[config.mk]
export PLATFORM = sky130hd
export DESIGN_NAME = mem_port_arbiter_flat
export DESIGN_NICKNAME = d
export VERILOG_FILES = /design/src/rtl/mem_port_arbiter_if.sv /design/src/rtl/mem_port_arbiter.sv /design/src/flat_wrapper.sv
export SDC_FILE = /design/constraint.sdc
export NUM_CORES = 1
export LEC_CHECK = 0
export BUFFER_PORTS_ARGS = -buffer_cell sky130_fd_sc_hd__buf_4
export CAP_MARGIN = 20
export CORE_ASPECT_RATIO = 0.9
export CORE_UTILIZATION = 32
export CTS_CLUSTER_DIAMETER = 120
export CTS_CLUSTER_SIZE = 8
export DETAILED_ROUTE_END_ITERATION = 10
export PLACE_DENSITY_LB_ADDON = 0.1
export SYNTH_ARGS = -nofsm -noshare
export SYNTH_HDL_FRONTEND = slang
export SYNTH_SLANG_ARGS = --single-unit
[constraint.sdc]
create_clock -name clk -period 4.2 [get_ports clk]
set_input_delay 0.21 -clock clk [delete_from_list [all_inputs] [get_ports clk]]
set_output_delay 0.21 -clock clk [all_outputs]
set_load 0.02 [all_outputs]
[src/rtl/mem_port_arbiter_if.sv]
// Signal bundle between the fetch / load-store requesters, the shared memory
// and the arbiter. The arbiter uses the slave view; everything around it uses master.
interface mem_port_arbiter_if;
    logic        if_req;
    logic [31:0] if_addr;
    logic        if_ack;
    logic [31:0] if_rdata;
    logic        if_stall;

    logic        d_req;
    logic        d_we;
    logic [31:0] d_addr;
    logic [31:0] d_wdata;
    logic        d_ack;
    logic [31:0] d_rdata;
    logic        d_stall;

    logic        mem_en;
    logic        mem_we;
    logic [31:0] mem_addr;
    logic [31:0] mem_wdata;
    logic [31:0] mem_rdata;

    modport master (
        output if_req, if_addr, d_req, d_we, d_addr, d_wdata, mem_rdata,
        input  if_ack, if_rdata, if_stall, d_ack, d_rdata, d_stall,
        input  mem_en, mem_we, mem_addr, mem_wdata
    );

    modport slave (
        input  if_req, if_addr, d_req, d_we, d_addr, d_wdata, mem_rdata,
        output if_ack, if_rdata, if_stall, d_ack, d_rdata, d_stall,
        output mem_en, mem_we, mem_addr, mem_wdata
    );
endinterface

[src/rtl/mem_port_arbiter.sv]
// Shares one single-ported memory between instruction fetch and load/store:
// one access at a time, fixed read latency, one-cycle ack back to the winner.
module mem_port_arbiter #(
    parameter int MEM_LAT = 2
) (
    input  logic              clk,
    input  logic              reset,
    mem_port_arbiter_if.slave bus
);
    localparam logic [3:0] LAT_CNT = 4'(MEM_LAT);

    typedef enum logic [1:0] {IDLE, ISSUE, WAIT, ACK} state_t;

    state_t      state_reg, state_next;
    logic [3:0]  cnt_reg;
    logic        last_grant_reg;     // 0 = fetch, 1 = data; also selects the ack
    logic        we_reg;
    logic [31:0] addr_reg, wdata_reg;
    logic [31:0] if_rdata_reg, d_rdata_reg;
    logic        req_any, pick_d;

    assign req_any = bus.if_req | bus.d_req;
    // On a conflict the side that did not win last time gets the port.
    assign pick_d  = bus.d_req & (~bus.if_req | ~last_grant_reg);

    always_ff @(posedge clk) begin
        if (reset) state_reg <= IDLE;
        else       state_reg <= state_next;
    end

    always_comb begin
        state_next = state_reg;
        case (state_reg)
            IDLE:    if (req_any) state_next = ISSUE;
            ISSUE:   state_next = WAIT;
            WAIT:    if (cnt_reg == 4'd1) state_next = ACK;
            ACK:     state_next = IDLE;
            default: state_next = IDLE;
        endcase
    end

    always_comb begin
        bus.mem_en = 1'b0;
        bus.if_ack = 1'b0;
        bus.d_ack  = 1'b0;
        case (state_reg)
            ISSUE: bus.mem_en = 1'b1;
            ACK: begin
                bus.if_ack = ~last_grant_reg;
                bus.d_ack  = last_grant_reg;
            end
            default: ;
        endcase
    end

    assign bus.mem_we    = we_reg;
    assign bus.mem_addr  = addr_reg;
    assign bus.mem_wdata = wdata_reg;
    assign bus.if_rdata  = if_rdata_reg;
    assign bus.d_rdata   = d_rdata_reg;
    assign bus.if_stall  = bus.if_req & ~bus.if_ack;
    assign bus.d_stall   = bus.d_req & ~bus.d_ack;

    always_ff @(posedge clk) begin
        if (reset) begin
            cnt_reg        <= 4'd0;
            last_grant_reg <= 1'b0;
            we_reg         <= 1'b0;
            addr_reg       <= 32'd0;
            wdata_reg      <= 32'd0;
            if_rdata_reg   <= 32'd0;
            d_rdata_reg    <= 32'd0;
        end else begin
            case (state_reg)
                IDLE: if (req_any) begin
                    last_grant_reg <= pick_d;
                    addr_reg       <= pick_d ? bus.d_addr : bus.if_addr;
                    we_reg         <= pick_d & bus.d_we;
                    wdata_reg      <= pick_d ? bus.d_wdata : 32'd0;
                end
                ISSUE: cnt_reg <= LAT_CNT;
                WAIT: begin
                    cnt_reg <= cnt_reg - 4'd1;
                    // Last wait cycle: the memory word is valid now.
                    if (cnt_reg == 4'd1) begin
                        if (last_grant_reg) d_rdata_reg  <= we_reg ? 32'd0 : bus.mem_rdata;
                        else                if_rdata_reg <= bus.mem_rdata;
                    end
                end
                default: ;
            endcase
        end
    end
endmodule

[src/flat_wrapper.sv]
// flat-port wrapper written by rule: the top's interface ports become plain ports
module mem_port_arbiter_flat 
#(
    parameter int MEM_LAT = 2
)
  (clk, reset, bus_if_req, bus_if_addr, bus_d_req, bus_d_we, bus_d_addr, bus_d_wdata, bus_mem_rdata, bus_if_ack, bus_if_rdata, bus_if_stall, bus_d_ack, bus_d_rdata, bus_d_stall, bus_mem_en, bus_mem_we, bus_mem_addr, bus_mem_wdata);
  mem_port_arbiter_if bus_i ();
  input  logic clk;
  input  logic reset;
  input wire logic [$bits(bus_i.if_req)-1:0] bus_if_req;
  input wire logic [$bits(bus_i.if_addr)-1:0] bus_if_addr;
  input wire logic [$bits(bus_i.d_req)-1:0] bus_d_req;
  input wire logic [$bits(bus_i.d_we)-1:0] bus_d_we;
  input wire logic [$bits(bus_i.d_addr)-1:0] bus_d_addr;
  input wire logic [$bits(bus_i.d_wdata)-1:0] bus_d_wdata;
  input wire logic [$bits(bus_i.mem_rdata)-1:0] bus_mem_rdata;
  output wire logic [$bits(bus_i.if_ack)-1:0] bus_if_ack;
  output wire logic [$bits(bus_i.if_rdata)-1:0] bus_if_rdata;
  output wire logic [$bits(bus_i.if_stall)-1:0] bus_if_stall;
  output wire logic [$bits(bus_i.d_ack)-1:0] bus_d_ack;
  output wire logic [$bits(bus_i.d_rdata)-1:0] bus_d_rdata;
  output wire logic [$bits(bus_i.d_stall)-1:0] bus_d_stall;
  output wire logic [$bits(bus_i.mem_en)-1:0] bus_mem_en;
  output wire logic [$bits(bus_i.mem_we)-1:0] bus_mem_we;
  output wire logic [$bits(bus_i.mem_addr)-1:0] bus_mem_addr;
  output wire logic [$bits(bus_i.mem_wdata)-1:0] bus_mem_wdata;
  assign bus_i.if_req = bus_if_req;
  assign bus_i.if_addr = bus_if_addr;
  assign bus_i.d_req = bus_d_req;
  assign bus_i.d_we = bus_d_we;
  assign bus_i.d_addr = bus_d_addr;
  assign bus_i.d_wdata = bus_d_wdata;
  assign bus_i.mem_rdata = bus_mem_rdata;
  assign bus_if_ack = bus_i.if_ack;
  assign bus_if_rdata = bus_i.if_rdata;
  assign bus_if_stall = bus_i.if_stall;
  assign bus_d_ack = bus_i.d_ack;
  assign bus_d_rdata = bus_i.d_rdata;
  assign bus_d_stall = bus_i.d_stall;
  assign bus_mem_en = bus_i.mem_en;
  assign bus_mem_we = bus_i.mem_we;
  assign bus_mem_addr = bus_i.mem_addr;
  assign bus_mem_wdata = bus_i.mem_wdata;
  mem_port_arbiter #(.MEM_LAT(MEM_LAT)) u_core (.clk(clk), .reset(reset), .bus(bus_i));
endmodule
==> results.md, run 1 <==
* Slowest cell on the critical path: and4bb_2
* Flops & latches, synth at 136
* Final number of setup-violating endpoints at 0
* Reg2reg path depth at 6
* Final wirelength at 17.1 mm
* F_max at 416 MHz
* Vias per inst at 5.11
* Required @ worst endpoint at 4530 ps
* Vias at 5,385
* Mapped Avg Cell Area at 9.15 µm²
* Critical path's top delay family: simple AND/OR/NAND/NOR gates
* Routability cong. at 0.761
* Clock Tree Buf Depth at 2
* Core region area at 16,900 µm²
* Crit-path cells: inv_1, ha_1, and4bb_2, buf_4, nand4b_1, a21oi_1
* ANT nets after route at 0
* Remaining Overflow, GRT at 0
* Main area contributors after synthesis: dfxtp_1, a21oi_1, mux2i_1
* # IOs at 267
* Dpl ws at 1830 ps
* Rel. slew slack at 0.286
* R2r startpoint: u_core.state_reg[0]$_SDFFE_PP0P_
* Fin nets at 969
* Worst ir drop on vdd at 0.288 mV
* Syn_nets at 742
* RSZ-0062 raised after global routing: no
* Commonest cells in the netlist: dfxtp_1, nor2_1, a21oi_1
* Area leader, netlist: dfxtp_1
* Setup ws final at 1800 ps
* Final Skew at 9.11 ps
* Seq/Total Area, Yosys at 0.494
* TritonCTS Buffers at 17
* Post-DP HPWL at 11.1 mm
* Iter 0 DRT Violations at 271
* Max Cap Viol at 0
* Synth Warn # at 0
* Ys async rst share at 0
* Routed len/inst at 16.2 µm
* Postcts setup bufs at 0
* Total track usage at 0.189
* CTS root buf: clkbuf_16
* Worst path depth at 6
* Setup crit end kind: register
* # DRC at 0
* Metal3 WL at 1.20 mm
* First-pass DRT Iterations at 4
* Max Used Layer: met4
* Worst R2R Setup Slack at 1800 ps
* Hold Path Class: primary input to register
* Post-CTS Resized at 0
* CTS clk-pin slew, worst paths at 60 ps
* Ratio of cells with drive above 1 in the final layout at 0.372
* Largest net degree at the start of global routing at 102
* Tot Pwr at 4690 µW
* CTS H-Tree Depth at 4
* Die width at 140 µm
* Status: complete, no violations
* Max incr delay on CP at 720 ps
* First-pass GRT wire length at 26.5 mm
* Antenna diodes at 0
* Tmin final at 2400 ps
* Layout overhead on the synthesized area at 49.6%
* Worst Path Max Fanout at 34
* CP Data Arrival Time at 2740 ps
* PwrDens at 569 nW/µm²
* M1 WL at 7.62 mm
* CP Buf/Inv Count at 2
* Cell with the most instances after synthesis: dfxtp_1
* Worst setup endpoint: u_core.bus.d_rdata[21]$_SDFFE_PP0P_
* CTS tree: done
* Post-Syn Area at 5520 µm²
* Post-synthesis cell type count at 32
* Metal2 WL at 8.11 mm
* FP Rows at 45
* Setup TNS at 0 ps
* PortBufs at 266
* Reg-to-Reg End: u_core.bus.d_rdata[21]$_SDFFE_PP0P_
* Leak Pwr at 0.00348 µW
* Die area at 17,800 µm²
* Post-CTS Hold Fix Bufs at 0
* Final Util at 0.488
* Worst-Margin Slew at 1070 ps
* Initial Util at 0.327
* Ys flop type: dfxtp_1
* Final Cycle Share at 0.572
* Number of global-route vias before repair at 5,102
* Worst setup path start: u_core.state_reg[0]$_SDFFE_PP0P_
* Die H at 127 µm
* Max-slew violation count at 0
* WS Path Type: register to register
* Fin. Hold Viols at 0
* Number of synthesized flops with an enable pin at 0
* Crit path launch type: register
* Clock Latency Late Sink at 420 ps
* Synth top area share at 0.494
* Initial antenna violation count at 0
* Synth Instances at 603
* Clock sinks at 136
## worst register-to-register path: stages (launching register included)
cell and delay [ps]:
dfxtp_1 330, inv_1 110, ha_1 370, and4bb_2 720, buf_4 460, nand4b_1 170
a21oi_1 180
## cell usage in the layout, fill, tap and decap left out, types with 33 or more instances in the layout
| cell | netlist | routed |
|---|---|---|
| buf_4 | 2 | 275 |
| dfxtp_1 | 136 | 135 |
| nor2_1 | 69 | 69 |
| a21oi_1 | 67 | 67 |
| o21ai_0 | 66 | 66 |
| nand4b_1 | 34 | 34 |
| mux2i_1 | 33 | 33 |
| a211oi_1 | 33 | 33 |
| nand3_1 | 33 | 33 |
| a32oi_1 | 33 | 33 |
## power by group
part           switching, µW  internal, µW  total [µW]
Clock                    570          1100        1670
Combinational            870           564        1430
Sequential               114          1470        1580
## layer usage
layer | track usage | up-vias
li1 | - | 2677
met1 | 0.236 | 2508
met2 | 0.307 | 190
met3 | 0.0634 | 10
met4 | 0.0601 | 0
met5 | 0 | -
## how the worst min path moves through the flow
stage                                                   start                               endpoint  slack (ps)  depth (start not counted)
after floorplan                             bus_mem_rdata[31]   u_core.bus.if_rdata[31]$_SDFFE_PP0P_         360                          2
after global placement    u_core.bus.d_rdata[13]$_SDFFE_PP0P_    u_core.bus.d_rdata[13]$_SDFFE_PP0P_         460                          2
after detailed placement  u_core.bus.d_rdata[13]$_SDFFE_PP0P_    u_core.bus.d_rdata[13]$_SDFFE_PP0P_         470                          2
after CTS                                     bus_d_wdata[17]  u_core.bus.mem_wdata[17]$_SDFFE_PP0P_          30                          3
after global routing                           bus_d_wdata[0]   u_core.bus.mem_wdata[0]$_SDFFE_PP0P_          40                          3
final                                         bus_d_wdata[17]  u_core.bus.mem_wdata[17]$_SDFFE_PP0P_          50                          3
## cell families (layout without fill, tap and decap cells)
group                      Yosys count  in the layout  share of synthesized area
and+or+nand+nor                    148            148                      0.146
adders and majority gates            6              6                     0.0136
muxes                               33             33                     0.0599
AOI/OAI and AO/OA                  206            206                      0.228
buffers and inverters               74            314                     0.0581
DFF                                136            136                      0.494
## metrics by stage
stage / hold slack, ps / instance area [µm²] / cells
2_1_floorplan: 358 / 5520 / 603
3_5_place_dp: 468 / 7560 / 1021
5_1_grt: 39.8 / 8250 / 1054
3_3_place_gp: 460 / 7560 / 1021
6_report: 49.1 / 8250 / 1054
4_1_cts: 28.5 / 8230 / 1053
## area by class of cell
class                   count  area [µm²]
clock buffers              21         470
fillers                  1590        8640
repair buffers            276        2080
flip-flops and latches    136        2720
inverters                   6        22.5
well taps                 211         264
multi-input cells         393        2490
clock inverters            11         194
No activity file was read; power rests on OpenSTA's default activity.
==> run 2: changes to the inputs <==
Clock period 4.2 ns to 2.3 ns, I/O delays scaled along.
==> run 2 against run 1 <==
Clock power up 63%. Non-clock buffer count up 68. Register-to-register slack worse by 1500 ps. Largest cell class is now buffers. Sequential cell count unchanged. Critical path depth unchanged. Largest power group is now registers. Highest routed layer unchanged. Total power up 80%. Global-route usage up 1.3 points. Maximum frequency up 22%. Critical endpoint is now u_core.bus.d_rdata[26]$_SDFFE_PP0P_. Die area unchanged. Final cell count up 6.4%. Cell area up 8.1%.
==> results.md, run 2 (synthesis results as in run 1) <==
* CTS root buf: clkbuf_16 (unchanged)
* FP Rows at 45 (unchanged)
* Placed Area at 7700 µm² (was 7560 µm²)
* TritonCTS Buffers at 17 (unchanged)
* Die area at 17,800 µm² (unchanged)
* R2r startpoint: u_core.state_reg[0]$_SDFFE_PP0P_ (unchanged)
* Initial Util at 0.327 (unchanged)
* Largest net degree at the start of global routing at 65 (was 102)
* Hold Path Class: primary input to register (unchanged)
* Core region area at 16,900 µm² (unchanged)
* CP Data Arrival Time at 2300 ps (was 2740 ps)
* Leak Pwr at 0.00376 µW (was 0.00348 µW)
* CTS clk-pin slew, worst paths at 50 ps (was 60 ps)
* Final wirelength at 18.0 mm (was 17.1 mm)
* Status: complete, no violations (unchanged)
* Ratio of cells with drive above 1 in the final layout at 0.347 (was 0.372)
* Post-CTS Resized at 0 (unchanged)
* Routability cong. at 0.754 (was 0.761)
* Postcts setup bufs at 0 (unchanged)
* Remaining Overflow, GRT at 0 (unchanged)
* Hold slack final at 16.8 ps (was 49.1 ps)
* PortBufs at 266 (unchanged)
* CTS H-Tree Depth at 4 (unchanged)
* Worst setup path start: u_core.state_reg[0]$_SDFFE_PP0P_ (unchanged)
* Final Instance Area at 8910 µm² (was 8250 µm²)
* Worst ir drop on vdd at 0.580 mV (was 0.288 mV)
* Tot Pwr at 8420 µW (was 4690 µW)
* Clock sinks at 136 (unchanged)
* WS Path Type: register to register (unchanged)
* Reg-to-Reg End: u_core.bus.d_rdata[26]$_SDFFE_PP0P_ (was u_core.bus.d_rdata[21]$_SDFFE_PP0P_)
* # IOs at 267 (unchanged)
* Vias at 5,676 (was 5,385)
* # DRC at 0 (unchanged)
* Required @ worst endpoint at 2640 ps (was 4530 ps)
* Setup ws final at 333 ps (was 1800 ps)
* Dpl ws at 401 ps (was 1830 ps)
* Total track usage at 0.202 (was 0.189)
* First-pass GRT wire length at 28.4 mm (was 26.5 mm)
* Die H at 127 µm (unchanged)
* Hold depth at 3 (unchanged)
* Post-DP HPWL at 11.9 mm (was 11.1 mm)
* Antenna diodes at 0 (unchanged)
* Initial antenna violation count at 0 (unchanged)
* Routed len/inst at 16.1 µm (was 16.2 µm)
* Clock Tree Buf Depth at 2 (unchanged)
* Iter 0 DRT Violations at 281 (was 271)
* Commonest cells after routing, fill and taps aside: buf_4, dfxtp_1, nor2_1 (unchanged)
* Worst R2R Setup Slack at 330 ps (was 1800 ps)
* CTS tree: done (unchanged)
* Reg2reg path depth at 6 (unchanged)
* Max-slew violation count at 0 (unchanged)
* First-pass DRT Iterations at 4 (unchanged)
* Final Cycle Share at 0.855 (was 0.572)
* Final Skew at 11.9 ps (was 9.11 ps)
* Worst Path Max Fanout at 24 (was 34)
* Fin. Hold Viols at 0 (unchanged)
* F_max at 508 MHz (was 416 MHz)
* Crit path launch type: register (unchanged)
* Tmin final at 1970 ps (was 2400 ps)
* ANT nets after route at 0 (unchanged)
* Rel. slew slack at 0.568 (was 0.286)
* Vias per inst at 5.06 (was 5.11)
* Layout overhead on the synthesized area at 61.6% (was 49.6%)
* Worst-Margin Slew at 648 ps (was 1070 ps)
* Setup crit end kind: register (unchanged)
* Fin nets at 1,037 (was 969)
* Setup TNS at 0 ps (unchanged)
* Max Cap Viol at 0 (unchanged)
* Clock Latency Late Sink at 410 ps (was 420 ps)
* Most common cell after layout, fill and taps aside: buf_4 (unchanged)
* Final number of setup-violating endpoints at 0 (unchanged)
* Number of global-route vias before repair at 5,794 (was 5,102)
* PwrDens at 945 nW/µm² (was 569 nW/µm²)
* Die width at 140 µm (unchanged)
* Worst setup endpoint: u_core.bus.d_rdata[26]$_SDFFE_PP0P_ (was u_core.bus.d_rdata[21]$_SDFFE_PP0P_)
* RSZ-0062 raised after global routing: no (unchanged)
==> run 2: cell count changes in the layout (fill, tap and decap cells not counted), sizes merged <==
cell	previous run	this run
clkinv	6	5
buf	276	282
bufinv	5	3
dlygate4sd3	0	62
clkbuf	21	23
==> run 2: timing repair <==
item,4_1_cts,5_1_grt
endpoints found under the hold margin,86,0
setup endpoints to repair,0,0
hold buffers,62,0
==> run 2: area by class of cell <==
cell class                 count  area [µm²]
inverter                       6        22.5
multi-input combinational    393        2490
timing repair buffer         344        2830
tap                          211         264
clock buffer                  23         468
clock inverter                 8         121
sequential                   136        2720
fill                        1530        7980
==> run 2: how the worst min path moves through the flow <==
stage	startpoint	end	slack, ps
4_1_cts	bus_mem_rdata[12]	u_core.bus.d_rdata[12]$_SDFFE_PP0P_	0.7
3_5_place_dp	bus_d_wdata[17]	u_core.bus.mem_wdata[17]$_SDFFE_PP0P_	380
5_1_grt	bus_mem_rdata[25]	u_core.bus.d_rdata[25]$_SDFFE_PP0P_	10
3_3_place_gp	bus_d_wdata[2]	u_core.bus.mem_wdata[2]$_SDFFE_PP0P_	370
2_1_floorplan	bus_mem_rdata[31]	u_core.bus.if_rdata[31]$_SDFFE_PP0P_	260
6_report	bus_mem_rdata[26]	u_core.bus.if_rdata[26]$_SDFFE_PP0P_	20
==> run 2: worst max-delay path: stages, from the launching register on <==
cell and delay, ps:
dfxtp_1 330, inv_1 110, ha_1 380, and4bb_2 530, buf_12 220, nand4b_1 150, a21oi_1 170
==> run 2: per-layer routing <==
metal  track usage  up-vias  part of all wire  wire length, µm
met1         0.231     2667              0.42             7650
met2         0.358      175              0.50             9040
met3        0.0555       23             0.055              983
li1              -     2811                 -                -
met5             0        -                 0                0
met4        0.0763        0             0.019              340
==> run 2: per-stage QoR <==
stage | instances | util
floorplan | 603 | -
global placement | 1028 | 0.456
detailed placement | 1028 | 0.456
CTS | 1121 | 0.528
global route | 1121 | 0.528
finish | 1121 | 0.528
==> run 2: report_power, final <==
part           internal (µW)  leakage, µW  switching, µW  total, µW
clock network           1750     0.000287            971       2720
logic                   1150      0.00236           1670       2820
registers               2690      0.00111            191       2880
